[config.mk]
export PLATFORM = sky130hd
export DESIGN_NAME = sdpram_fifo_ctrl
export DESIGN_NICKNAME = d
export VERILOG_FILES = /design/src/rtl/sdpram_fifo_ctrl.sv
export SDC_FILE = /design/constraint.sdc
export NUM_CORES = 1
export LEC_CHECK = 0
export BUFFER_PORTS_ARGS = -buffer_cell sky130_fd_sc_hd__buf_4
export CAP_MARGIN = 20
export CORE_AREA = 2 2 91 93
export CTS_CLUSTER_DIAMETER = 60
export DETAILED_ROUTE_END_ITERATION = 10
export DIE_AREA = 0 0 93 95
export PLACE_DENSITY_LB_ADDON = 0.1
export REMOVE_ABC_BUFFERS = 1
export SLEW_MARGIN = 30
export SYNTH_ARGS = -nofsm -noshare
export SYNTH_HDL_FRONTEND = slang
export SYNTH_SLANG_ARGS = --single-unit
[constraint.sdc]
create_clock -name clk -period 10.7 [get_ports clk]
set_input_delay 1.07 -clock clk [delete_from_list [all_inputs] [get_ports clk]]
set_output_delay 1.07 -clock clk [all_outputs]
set_load 0.01 [all_outputs]
[src/rtl/sdpram_fifo_ctrl.sv]
// sdpram_fifo_ctrl: single-clock FIFO sequencer around one simple dual-port
// block RAM (1-cycle read latency, no output register). A 2-entry prefetch
// queue in front of the read port hides that latency, so a stream can move
// one word per cycle in each direction.
module sdpram_fifo_ctrl #(
    parameter int ADDR_WIDTH = 11,
    parameter int DATA_WIDTH = 8,
    parameter int AF_LEVEL   = 2040,
    parameter int AE_LEVEL   = 8
) (
    input  logic                  clk,
    input  logic                  rst,
    input  logic                  flush,
    input  logic [DATA_WIDTH-1:0] s_data,
    input  logic                  s_valid,
    output logic                  s_ready,
    output logic [DATA_WIDTH-1:0] m_data,
    output logic                  m_valid,
    input  logic                  m_ready,
    output logic [ADDR_WIDTH+1:0] level,
    output logic                  almost_full,
    output logic                  almost_empty,
    output logic [DATA_WIDTH-1:0] ram_wr_data,
    output logic [ADDR_WIDTH-1:0] ram_wr_addr,
    output logic                  ram_wr_en,
    output logic [ADDR_WIDTH-1:0] ram_rd_addr,
    input  logic [DATA_WIDTH-1:0] ram_rd_data
);

    // ram_cnt is one bit wider than the address so "completely full" is representable
    localparam logic [ADDR_WIDTH:0]   RAM_CAP = {1'b1, {ADDR_WIDTH{1'b0}}};
    localparam logic [ADDR_WIDTH+1:0] AF_THR  = AF_LEVEL[ADDR_WIDTH+1:0];
    localparam logic [ADDR_WIDTH+1:0] AE_THR  = AE_LEVEL[ADDR_WIDTH+1:0];

    logic [ADDR_WIDTH-1:0] wr_ptr;
    logic [ADDR_WIDTH-1:0] rd_ptr;
    logic [ADDR_WIDTH:0]   ram_cnt;
    logic                  inflight;
    logic [1:0]            q_occ;
    logic [DATA_WIDTH-1:0] q0;
    logic [DATA_WIDTH-1:0] q1;
    logic [ADDR_WIDTH+1:0] level_reg;
    logic                  af_reg;
    logic                  ae_reg;

    logic                  push;
    logic                  pop;
    logic                  issue;
    logic [2:0]            q_demand;
    logic [1:0]            q_after_pop;
    logic [ADDR_WIDTH:0]   ram_cnt_next;
    logic                  inflight_next;
    logic [1:0]            q_occ_next;
    logic [ADDR_WIDTH+1:0] level_next;
    logic [DATA_WIDTH-1:0] q0_next;
    logic [DATA_WIDTH-1:0] q1_next;

    // Accept only on the registered RAM count, so a same-cycle issue never
    // lets a word in early; reset and flush both block the write side.
    assign s_ready     = !rst && !flush && (ram_cnt < RAM_CAP);
    assign push        = s_valid && s_ready;
    assign m_valid     = (q_occ != 2'd0);
    assign m_data      = q0;
    assign pop         = m_valid && m_ready;

    // Queue slots already spoken for after this cycle's pop; a new read may
    // only start if a slot will still be free when its data lands.
    assign q_demand    = {1'b0, q_occ} + {2'b00, inflight} - {2'b00, pop};
    assign issue       = (ram_cnt != '0) && (q_demand < 3'd2) && !flush;
    assign q_after_pop = q_occ - {1'b0, pop};

    assign ram_wr_en   = push;
    assign ram_wr_data = s_data;
    assign ram_wr_addr = wr_ptr;
    assign ram_rd_addr = rd_ptr;

    assign level        = level_reg;
    assign almost_full  = af_reg;
    assign almost_empty = ae_reg;

    // Next-state occupancy, fill level and queue contents
    always_comb begin
        ram_cnt_next  = ram_cnt + {{ADDR_WIDTH{1'b0}}, push} - {{ADDR_WIDTH{1'b0}}, issue};
        inflight_next = issue;
        q_occ_next    = q_after_pop + {1'b0, inflight};
        q0_next       = q0;
        q1_next       = q1;
        if (pop) begin
            q0_next = q1;
        end
        // Captured word goes behind whatever survives the pop
        if (inflight) begin
            if (q_after_pop == 2'd0) begin
                q0_next = ram_rd_data;
            end else begin
                q1_next = ram_rd_data;
            end
        end
        if (flush) begin
            ram_cnt_next  = '0;
            inflight_next = 1'b0;
            q_occ_next    = 2'd0;
        end
        level_next = {1'b0, ram_cnt_next} + {{(ADDR_WIDTH+1){1'b0}}, inflight_next}
                   + {{ADDR_WIDTH{1'b0}}, q_occ_next};
    end

    // Pointers, RAM word count and the one-cycle read-in-flight marker
    always_ff @(posedge clk or posedge rst) begin
        if (rst) begin
            wr_ptr   <= '0;
            rd_ptr   <= '0;
            ram_cnt  <= '0;
            inflight <= 1'b0;
        end else begin
            if (flush) begin
                wr_ptr <= '0;
                rd_ptr <= '0;
            end else begin
                if (push) wr_ptr <= wr_ptr + 1'b1;
                if (issue) rd_ptr <= rd_ptr + 1'b1;
            end
            ram_cnt  <= ram_cnt_next;
            inflight <= inflight_next;
        end
    end

    // Prefetch queue: q0 is the head presented on m_data
    always_ff @(posedge clk or posedge rst) begin
        if (rst) begin
            q_occ <= 2'd0;
            q0    <= '0;
            q1    <= '0;
        end else begin
            q_occ <= q_occ_next;
            q0    <= q0_next;
            q1    <= q1_next;
        end
    end

    // Registered fill level and watermark flags, taken from next-state level
    always_ff @(posedge clk or posedge rst) begin
        if (rst) begin
            level_reg <= '0;
            af_reg    <= 1'b0;
            ae_reg    <= 1'b1;
        end else begin
            level_reg <= level_next;
            af_reg    <= (level_next >= AF_THR);
            ae_reg    <= (level_next <= AE_THR);
        end
    end

endmodule

==> metrics, run 1 <==
vias per cell 5.07; CP Capture Type register; peak supply drop 0.125 mV; Top FF cell, synth dfrtp_1; CTS Hold Buffers Added 0; Post-synth EDFFs 0; CTS tree built; first-pass GRT wire length 12.4 mm; initial antenna violation count 0; core area 7930 µm²; drt pass-1 iters 4; Startpoint Class primary input; Slew @ Worst Pin 0.778 ns; CP cell instances buf_4, o21ai_0, nand2_1, fa_1, xnor2_1, nand2_1, or3_1, inv_1, ha_1, inv_1, ha_1, fa_1, nor2b_1, ha_1, a21o_1, nand2_1, nor3_1, nand4b_1, nor4b_4, mux2i_1, and4_1; Max stage delay on crit path 0.41 ns; DRC errors left 0; Final Hold Violating Endpoints 0; hold_ws 0.509 ns; outcome finished clean; synth warn 0; DIE WIDTH 93 µm; Max Clock Freq 183 MHz; Worst Path Arrival 5.74 ns; Worst-path clk slew 0.07 ns; Leak 0.00219 µW; Async S/R FF share, synth 1.00; Avg WL per Cell 13.6 µm; Critical Path RT 10.98 ns; buffer depth of the longest clock path 2; post-DP HPWL 5.26 mm; critical path type in -> reg; vias in the first global route 2648; setup TNS 0 ns; Pins Over Slew Limit 0; synthesized cell area 3720 µm²; Final setup viols 0; cell family with most CP delay simple AND/OR/NAND/NOR gates; Initial Util 0.469; Pwr Density 298 nW/µm²; max cap viols 0; CP max FO 4; Die Ht 95 µm; total vias in the final route 2719; Seq/Total Area, Yosys 0.458; routability cong. 0.830; Skew-Pair Late Insertion Delay 0.34 ns; fin crit period 5.46 ns; row count 33; Yosys reg bits 68; Iter 0 DRT Violations 79; antenna cells 0; syn avg cell area 10.1 µm²; clk root buf clkbuf_8; Tcrit/Tclk final 0.510; post-route ant nets 0; WL final 7.30 mm; Rel. slew slack 0.478; die area 8840 µm²; cell area after layout 4440 µm²; share of layout cells above drive strength 1 0.220; All-Layer GR Usage 0.180; Worst Skew 0.00778 ns; max reg flops 13; HP Class reg -> reg; Post-DP Area 4230 µm²; slowest CP cell fa_1; Gates resized, CTS repair 0; total gr overflow 0; WP buf/inv 3; Total Nets Final 473; CTS Sinks 68; # IOs 77; post-synthesis cell count 367; H-Tree Depth 3; post-CTS setup buffers 0; Synth cell types 47; TritonCTS Buffers 9; largest net degree at the start of global routing 69; Layout area overhead 19.4%; Port-buffer cells 60; RSZ-0062 raised after global routing false
path summary, 6_finish.rpt:
check                               end  cells past startpoint  slack (ns)     start
min in group asynchronous    ram_cnt[5]                      3        0.77       rst
max                        almost_empty                     21        5.24   m_ready
min reg2reg                       q1[4]                      1        0.51     q1[4]
max in group asynchronous  almost_empty                      4        9.34       rst
max reg2reg                almost_empty                     21        5.67  q_occ[1]
min                               q1[4]                      1        0.51     q1[4]
power by group:
group / leakage [µW] / total, µW / internal (µW) / switching (µW)
clock network: 0.0000926 / 209 / 114 / 95.3
logic: 0.00122 / 730 / 327 / 403
registers: 0.000875 / 386 / 343 / 43.2
area by class of cell:
cell class / count / area, µm²
Fill cell: 754 / 3490
Multi-Input combinational cell: 251 / 1810
Sequential cell: 68 / 1700
Timing Repair Buffer: 62 / 478
Clock buffer: 12 / 145
Tap cell: 105 / 131
Inverter: 34 / 128
Clock inverter: 4 / 50.0
metal layers:
layer	vias to the layer above	GRT usage	wire, µm
met5	-	0	0
met4	0	0.0650	121
met3	11	0.0543	384
met2	66	0.279	3290
met1	1290	0.240	3500
li1	1352	-	-
cell usage after synthesis (3+ instances only):
| library cell | instances | area share |
|---|---|---|
| dfrtp_1 | 67 | 0.45 |
| nor2_1 | 37 | 0.037 |
| inv_1 | 34 | 0.034 |
| nand2_1 | 23 | 0.023 |
| ha_1 | 22 | 0.074 |
| a21oi_1 | 21 | 0.028 |
| xnor2_1 | 17 | 0.040 |
| xor2_1 | 14 | 0.033 |
| mux2i_1 | 11 | 0.030 |
| o21ai_0 | 11 | 0.015 |
| or3_1 | 10 | 0.017 |
| buf_4 | 8 | 0.016 |
| mux2_2 | 8 | 0.024 |
| nand4_1 | 8 | 0.013 |
| a21o_1 | 6 | 0.012 |
| and3_1 | 6 | 0.010 |
| clkbuf_1 | 6 | 0.0061 |
| nor2b_1 | 6 | 0.010 |
| nor3_1 | 6 | 0.0081 |
| nand3_1 | 5 | 0.0067 |
| fa_1 | 4 | 0.022 |
| nand2b_1 | 4 | 0.0067 |
| and2_1 | 3 | 0.0050 |
cell usage in the layout, fill, tap and decap left out, types with 3 or more instances in the layout:
cell type,netlist,final
dfrtp_1,67,67
buf_4,8,61
nor2_1,37,37
inv_1,34,33
nand2_1,23,23
ha_1,22,22
a21oi_1,21,21
xnor2_1,17,17
xor2_1,14,14
o21ai_0,11,11
mux2i_1,11,11
or3_1,10,10
clkbuf_8,0,10
nand4_1,8,8
mux2_2,8,8
nor3_1,6,6
and3_1,6,6
nor2b_1,6,6
a21o_1,6,6
nand3_1,5,5
nand2b_1,4,4
fa_1,4,4
and2_1,3,3
per-stage QoR:
stage	cells	utilization	setup WS [ns]	total power, µW
finish	536	0.560	5.24	1320
detailed placement	519	0.533	4.90	1120
floorplan	353	-	5.43	924
CTS	535	0.558	5.23	1340
global placement	519	0.533	5.03	1110
global route	536	0.560	4.77	1450
logic make-up (layout without fill, tap and decap cells):
kind of cell | Yosys count | in the layout | synth area share
flops | 68 | 68 | 0.458
simple gates | 123 | 123 | 0.175
buf+inv | 48 | 112 | 0.0565
compound gates | 51 | 51 | 0.0838
fa+ha+maj | 26 | 26 | 0.0955
mux | 19 | 19 | 0.0538
xor+xnor | 32 | 32 | 0.0774
(Power assumes the default switching activity.)
==> run 2: changes to the inputs <==
==> constraint.sdc (replaced) <==
create_clock -name clk -period 5.4 [get_ports clk]
set_input_delay 0.54 -clock clk [delete_from_list [all_inputs] [get_ports clk]]
set_output_delay 0.54 -clock clk [all_outputs]
set_load 0.01 [all_outputs]
==> run 2 against run 1 <==
Largest power group unchanged. Combinational power rose by 96%. Flip-flop and latch count did not move. First-iteration DRC count decreased by 29%. Count of clock-buffer cells in the layout shrank 2. Clock power up 98%. Cell count grew 0.19%. Design area up 0.28%. Total power up 97%. Highest routed layer unchanged. Via count is 0.66% lower. Global-route usage fell by 0.16 points. Wire length down 0.93%. Critical path type is now reg -> reg.
==> metrics, run 2 (same netlist as run 1, synthesis figures left out) <==
post-CTS setup buffers 0 (unchanged); DRC errors left 0 (unchanged); Post-DP Area 4230 µm² (about the same); Post-Layout Cell Count 537 (was 536); # IOs 77 (unchanged); Final setup viols 0 (unchanged); clk root buf clkbuf_8 (unchanged); critical path type reg -> reg (was in -> reg); flip-flop and latch area 1700 µm² (unchanged); post-route ant nets 0 (unchanged); drt pass-1 iters 4 (unchanged); Skew-Pair Late Insertion Delay 0.34 ns (about the same); All-Layer GR Usage 0.178 (was 0.180); Slew @ Worst Pin 0.753 ns (was 0.778 ns); placed insts 520 (was 519); Leak 0.00220 µW (was 0.00219 µW); first-pass GRT wire length 12.3 mm (was 12.4 mm); total gr overflow 0 (unchanged); HP Class in -> async (was reg -> reg); H-Tree Depth 3 (unchanged); CTS Hold Buffers Added 0 (unchanged); DIE WIDTH 93 µm (unchanged); fin crit period 4.88 ns; peak supply drop 0.202 mV (was 0.125 mV); Startpoint Class register (was primary input); buffer depth of the longest clock path 2 (unchanged); Core Util, Final 0.562 (was 0.560); Tot Pwr 2610 µW (was 1320 µW); Worst-path clk slew 0.08 ns (was 0.07 ns); Final Hold Violating Endpoints 0 (unchanged); cell area after layout 4450 µm² (was 4440 µm²); CTS Sinks 68 (unchanged); Pins Over Slew Limit 0 (unchanged); CTS tree built (unchanged); vias per cell 5.03 (was 5.07); CP Capture Type register (unchanged); most common cell after layout, fill and taps aside dfrtp_1 (unchanged); Layout area overhead 19.7% (was 19.4%); Initial Util 0.469 (unchanged); core area 7930 µm² (unchanged); total vias in the final route 2701 (was 2719); area of the multi-input gates 1810 µm² (unchanged); Iter 0 DRT Violations 56 (was 79); die area 8840 µm² (unchanged); Critical Path RT 5.68 ns (was 10.98 ns); Tcrit/Tclk final 0.903; outcome finished clean (unchanged); post-DP HPWL 5.21 mm (was 5.26 mm); vias in the first global route 2713 (was 2648); Port-buffer cells 60 (unchanged); antenna cells 0 (unchanged); Critical Path Start q_occ[1] (was m_ready); max reg flops 13 (unchanged); max cap viols 0 (unchanged); Gates resized, CTS repair 0 (unchanged); WL final 7.23 mm (was 7.30 mm); Die Ht 95 µm (unchanged); row count 33 (unchanged); Max Clock Freq 205 MHz; Total Nets Final 474 (was 473); initial antenna violation count 0 (unchanged); commonest non-fill, non-tap cells in the layout dfrtp_1 (67), buf_4 (62), nor2_1 (37), inv_1 (33), nand2_1 (23) (was dfrtp_1 (67), buf_4 (61), nor2_1 (37), inv_1 (33), nand2_1 (23)); fillcell total 736 (was 754); worst r2r src q_occ[1] (unchanged); Worst Skew 0.0100 ns (was 0.00778 ns); CP max FO 4 (unchanged); Pwr Density 587 nW/µm² (was 298 nW/µm²); largest net degree at the start of global routing 69 (unchanged); TritonCTS Buffers 9 (unchanged); share of layout cells above drive strength 1 0.225 (was 0.220); routability cong. 0.833 (was 0.830); RSZ-0062 raised after global routing false (unchanged); Worst Path Arrival 5.16 ns (was 5.74 ns); Avg WL per Cell 13.5 µm (was 13.6 µm); setup TNS 0 ns (unchanged); Rel. slew slack 0.495 (was 0.478)
run 2: stage by stage:
step                      setup WS, ns  hold WS [ns]
after global placement           0.369         0.486
after CTS                        0.438         0.424
final                            0.522         0.215
after detailed placement         0.223         0.493
after floorplan                  0.656         0.479
after global routing            0.0617         0.228
run 2: layout make-up:
type                            count  share of cell area
Clock buffer                       10              0.0287
Clock inverter                      6              0.0146
Inverter                           34              0.0287
Multi-Input combinational cell    251               0.406
Sequential cell                    68               0.382
Tap cell                          105              0.0295
Timing Repair Buffer               63               0.111
run 2: path summary, 6_finish.rpt:
path	to	slack, ns	cells past startpoint
max	almost_empty	0.52	21
min	ram_cnt[4]	0.21	3
max reg2reg	almost_empty	0.52	21
min reg2reg	q1[6]	0.51	1
max in group asynchronous	almost_empty	4.60	4
min in group clk	q1[3]	0.44	2
run 2: metal layers:
metal | up-vias | share of wire | wire, µm | global-route usage
met5 | - | 0 | 0 | 0
met1 | 1269 | 0.49 | 3540 | 0.228
li1 | 1360 | - | - | -
met4 | 0 | 0.012 | 89 | 0.0551
met3 | 8 | 0.052 | 373 | 0.0535
met2 | 64 | 0.45 | 3230 | 0.293
run 2: power by group:
part	switching, µW	internal, µW	leakage, µW
clock	199	213	0.0000962
sequential	87.6	679	0.000875
combinational	788	646	0.00123
run 2: critical path: stages, from the launching register on:
cell and delay, ns:
dfrtp_1 0.44, nand3_1 0.14, o21ai_0 0.19, nand2_1 0.12, fa_1 0.38, xnor2_1 0.14, nand2_1 0.09, or3_1 0.36
inv_1 0.09, ha_1 0.22, inv_1 0.05, ha_1 0.20, fa_1 0.41, nor2b_1 0.18, ha_1 0.31, a21o_1 0.10
nand2_1 0.08, nor3_1 0.28, nand4b_1 0.23, nor4b_4 0.35, mux2i_1 0.26, and4_1 0.21
==> run 3: changes to the inputs <==
--- a/config.mk
+++ b/config.mk
@@ -8,9 +8,11 @@
 export BUFFER_PORTS_ARGS = -buffer_cell sky130_fd_sc_hd__buf_4
 export CAP_MARGIN = 20
 export CORE_AREA = 2 2 91 93
+export CTS_BUF_LIST = sky130_fd_sc_hd__clkbuf_8
 export CTS_CLUSTER_DIAMETER = 60
 export DETAILED_ROUTE_END_ITERATION = 10
 export DIE_AREA = 0 0 93 95
+export GPL_TIMING_DRIVEN = 0
 export PLACE_DENSITY_LB_ADDON = 0.1
 export REMOVE_ABC_BUFFERS = 1
 export SLEW_MARGIN = 30
==> run 3 against run 2 <==
Hold slack gained 0.022 ns. Combinational power about the same. Sequential share of layout area fell by 0.086 points. Clock power grew 2%. Critical endpoint unchanged.
==> metrics, run 3 (same netlist as run 1, synthesis figures left out) <==
outcome finished clean (unchanged); Worst Path Arrival 5.12 ns (was 5.16 ns); cell family with most CP delay simple AND/OR/NAND/NOR gates (unchanged); Rel. slew slack 0.455 (was 0.495); WP buf/inv 2 (unchanged); Layout area overhead 20.0% (was 19.7%); Skew-Pair Late Insertion Delay 0.33 ns (was 0.34 ns); Tcrit/Tclk final 0.897 (was 0.903); PnR worst setup slack 0.557 ns (was 0.522 ns); CP Capture Type register (unchanged); fillcell total 740 (was 736); CP cell instances nand3_1, o21ai_2, nand2_1, fa_1, xnor2_1, nand2_1, or3_1, inv_1, ha_1, inv_1, ha_1, fa_1, a21o_1, a221o_1, and3_4, o31a_1, or3_4, nor4b_4, mux2i_1, and4_1 (was nand3_1, o21ai_0, nand2_1, fa_1, xnor2_1, nand2_1, or3_1, inv_1, ha_1, inv_1, ha_1, fa_1, nor2b_1, ha_1, a21o_1, nand2_1, nor3_1, nand4b_1, nor4b_4, mux2i_1, and4_1); total vias in the final route 2717 (was 2701); CTS Sinks 68 (unchanged); Max Clock Freq 206 MHz (was 205 MHz); pre-CTS setup slack 0.0425 ns (was 0.223 ns); GRT busiest layer met2 (unchanged); most common cell after layout, fill and taps aside dfrtp_1 (unchanged); die area 8840 µm² (unchanged); RSZ-0062 raised after global routing false (unchanged); TritonCTS Buffers 9 (unchanged); total gr overflow 0 (unchanged); area of the multi-input gates 1830 µm² (was 1810 µm²); Avg WL per Cell 13.6 µm (was 13.5 µm); vias per cell 5.08 (was 5.03); Pwr Density 591 nW/µm² (was 587 nW/µm²); Sw Share 0.408 (was 0.411); initial antenna violation count 0 (unchanged); flip-flop and latch area 1700 µm² (unchanged); DRC errors left 0 (unchanged); antenna cells 0 (unchanged); first-pass GRT wire length 12.3 mm (about the same); post-CTS setup buffers 0 (unchanged); post-route ant nets 0 (unchanged); combinational power share 0.549 (about the same); Leak 0.00221 µW (was 0.00220 µW); Worst-path clk slew 0.07 ns (was 0.08 ns); Max stage delay on crit path 0.43 ns (was 0.44 ns); Startpoint Class register (unchanged); commonest non-fill, non-tap cells in the layout dfrtp_1 (67), buf_4 (60), nor2_1 (37), inv_1 (34), nand2_1 (23) (was dfrtp_1 (67), buf_4 (62), nor2_1 (37), inv_1 (33), nand2_1 (23)); max cap viols 0 (unchanged); Slew @ Worst Pin 0.812 ns (was 0.753 ns); CP max FO 4 (unchanged); WL final 7.26 mm (was 7.23 mm); Iter 0 DRT Violations 65 (was 56); met3 Usage GRT 0.0479 (was 0.0535); fin crit period 4.84 ns (was 4.88 ns); clk root buf clkbuf_8 (unchanged); Worst Skew 0.00835 ns (was 0.0100 ns); routability cong. 0.850 (was 0.833); core area 7930 µm² (unchanged); buffer depth of the longest clock path 2 (unchanged); HP Class in -> async (unchanged); met1 GRT Util 0.234 (was 0.228); Total Nets Final 472 (was 474); Die Ht 95 µm (unchanged); share of power burned in registers 0.291 (was 0.293); P_int 1560 µW (was 1540 µW); Pins Over Slew Limit 0 (unchanged); GR Util met2 0.289 (was 0.293); critical path type reg -> reg (unchanged); slowest CP cell dfrtp_1 (unchanged); post-DP HPWL 5.39 mm (was 5.21 mm); Critical Path RT 5.67 ns (was 5.68 ns); H-Tree Depth 3 (unchanged); Final setup viols 0 (unchanged); All-Layer GR Usage 0.178 (about the same); setup TNS 0 ns (unchanged); switching power 1080 µW (about the same); largest net degree at the start of global routing 44 (was 69); Port-buffer cells 60 (unchanged); share of layout cells above drive strength 1 0.228 (was 0.225); # IOs 77 (unchanged); vias in the first global route 2674 (was 2713); Final Hold Violating Endpoints 0 (unchanged); share of total power in the clock network 0.160 (was 0.158); row count 33 (unchanged); max reg flops 13 (unchanged); peak supply drop 0.197 mV (was 0.202 mV); CTS tree built (unchanged); hold_ws 0.237 ns (was 0.215 ns); drt pass-1 iters 4 (unchanged); DIE WIDTH 93 µm (unchanged); Initial Util 0.469 (unchanged)
run 3: cell types whose count changed in the layout (fill, tap and decap cells not counted), sizes merged:
cell | previous run | this run
buf | 63 | 61
clkbuf | 10 | 11
clkinv | 4 | 2
inv | 34 | 35
run 3: layer usage:
layer	routed length, µm	vias up	part of all wire
met3	335	6	0.046
met1	3470	1296	0.48
met5	0	-	0
met4	69	0	0.0095
li1	-	1354	-
met2	3390	61	0.47
run 3: area by class of cell:
cell class | instances | share of cell area
clock buffer | 11 | 0.0339
inverter | 34 | 0.0291
tap | 105 | 0.0294
multi-input combinational | 251 | 0.409
timing repair buffer | 61 | 0.105
clock inverter | 5 | 0.0115
sequential | 68 | 0.381
run 3: power groups by stage:
stage	sequential, µW	clock [µW]	combinational (µW)
after detailed placement	777	0	1450
after global placement	772	0	1420
after floorplan	794	0	1040
after CTS	768	437	1450
final	767	423	1450
after global routing	785	464	1640
run 3: repair_timing:
action | CTS | global route
gates resized for setup | 0 | 5
hold buffers | 0 | 0
endpoints found under the setup margin | 0 | 2
run 3: metrics by stage:
stage | area (µm²) | utilization | cells | power [µW]
6_report | 4460 | 0.563 | 535 | 2640
5_1_grt | 4460 | 0.563 | 535 | 2890
4_1_cts | 4440 | 0.561 | 535 | 2660
3_5_place_dp | 4240 | 0.535 | 519 | 2220
3_3_place_gp | 4220 | 0.532 | 518 | 2190
2_1_floorplan | 3640 | - | 353 | 1830
run 3: worst paths after layout:
path / start / endpoint / slack (ns) / depth (start not counted)
worst max-delay path: q_occ[1] / almost_empty / 0.56 / 20
worst min-delay path: rst / ram_cnt[11] / 0.24 / 2
worst max register to register: q_occ[1] / almost_empty / 0.56 / 20
worst min register to register: q1[7] / q1[7] / 0.51 / 1
max in group asynchronous: rst / ram_rd_addr[4] / 4.62 / 3
min in group clk: ram_rd_data[4] / q1[4] / 0.45 / 2
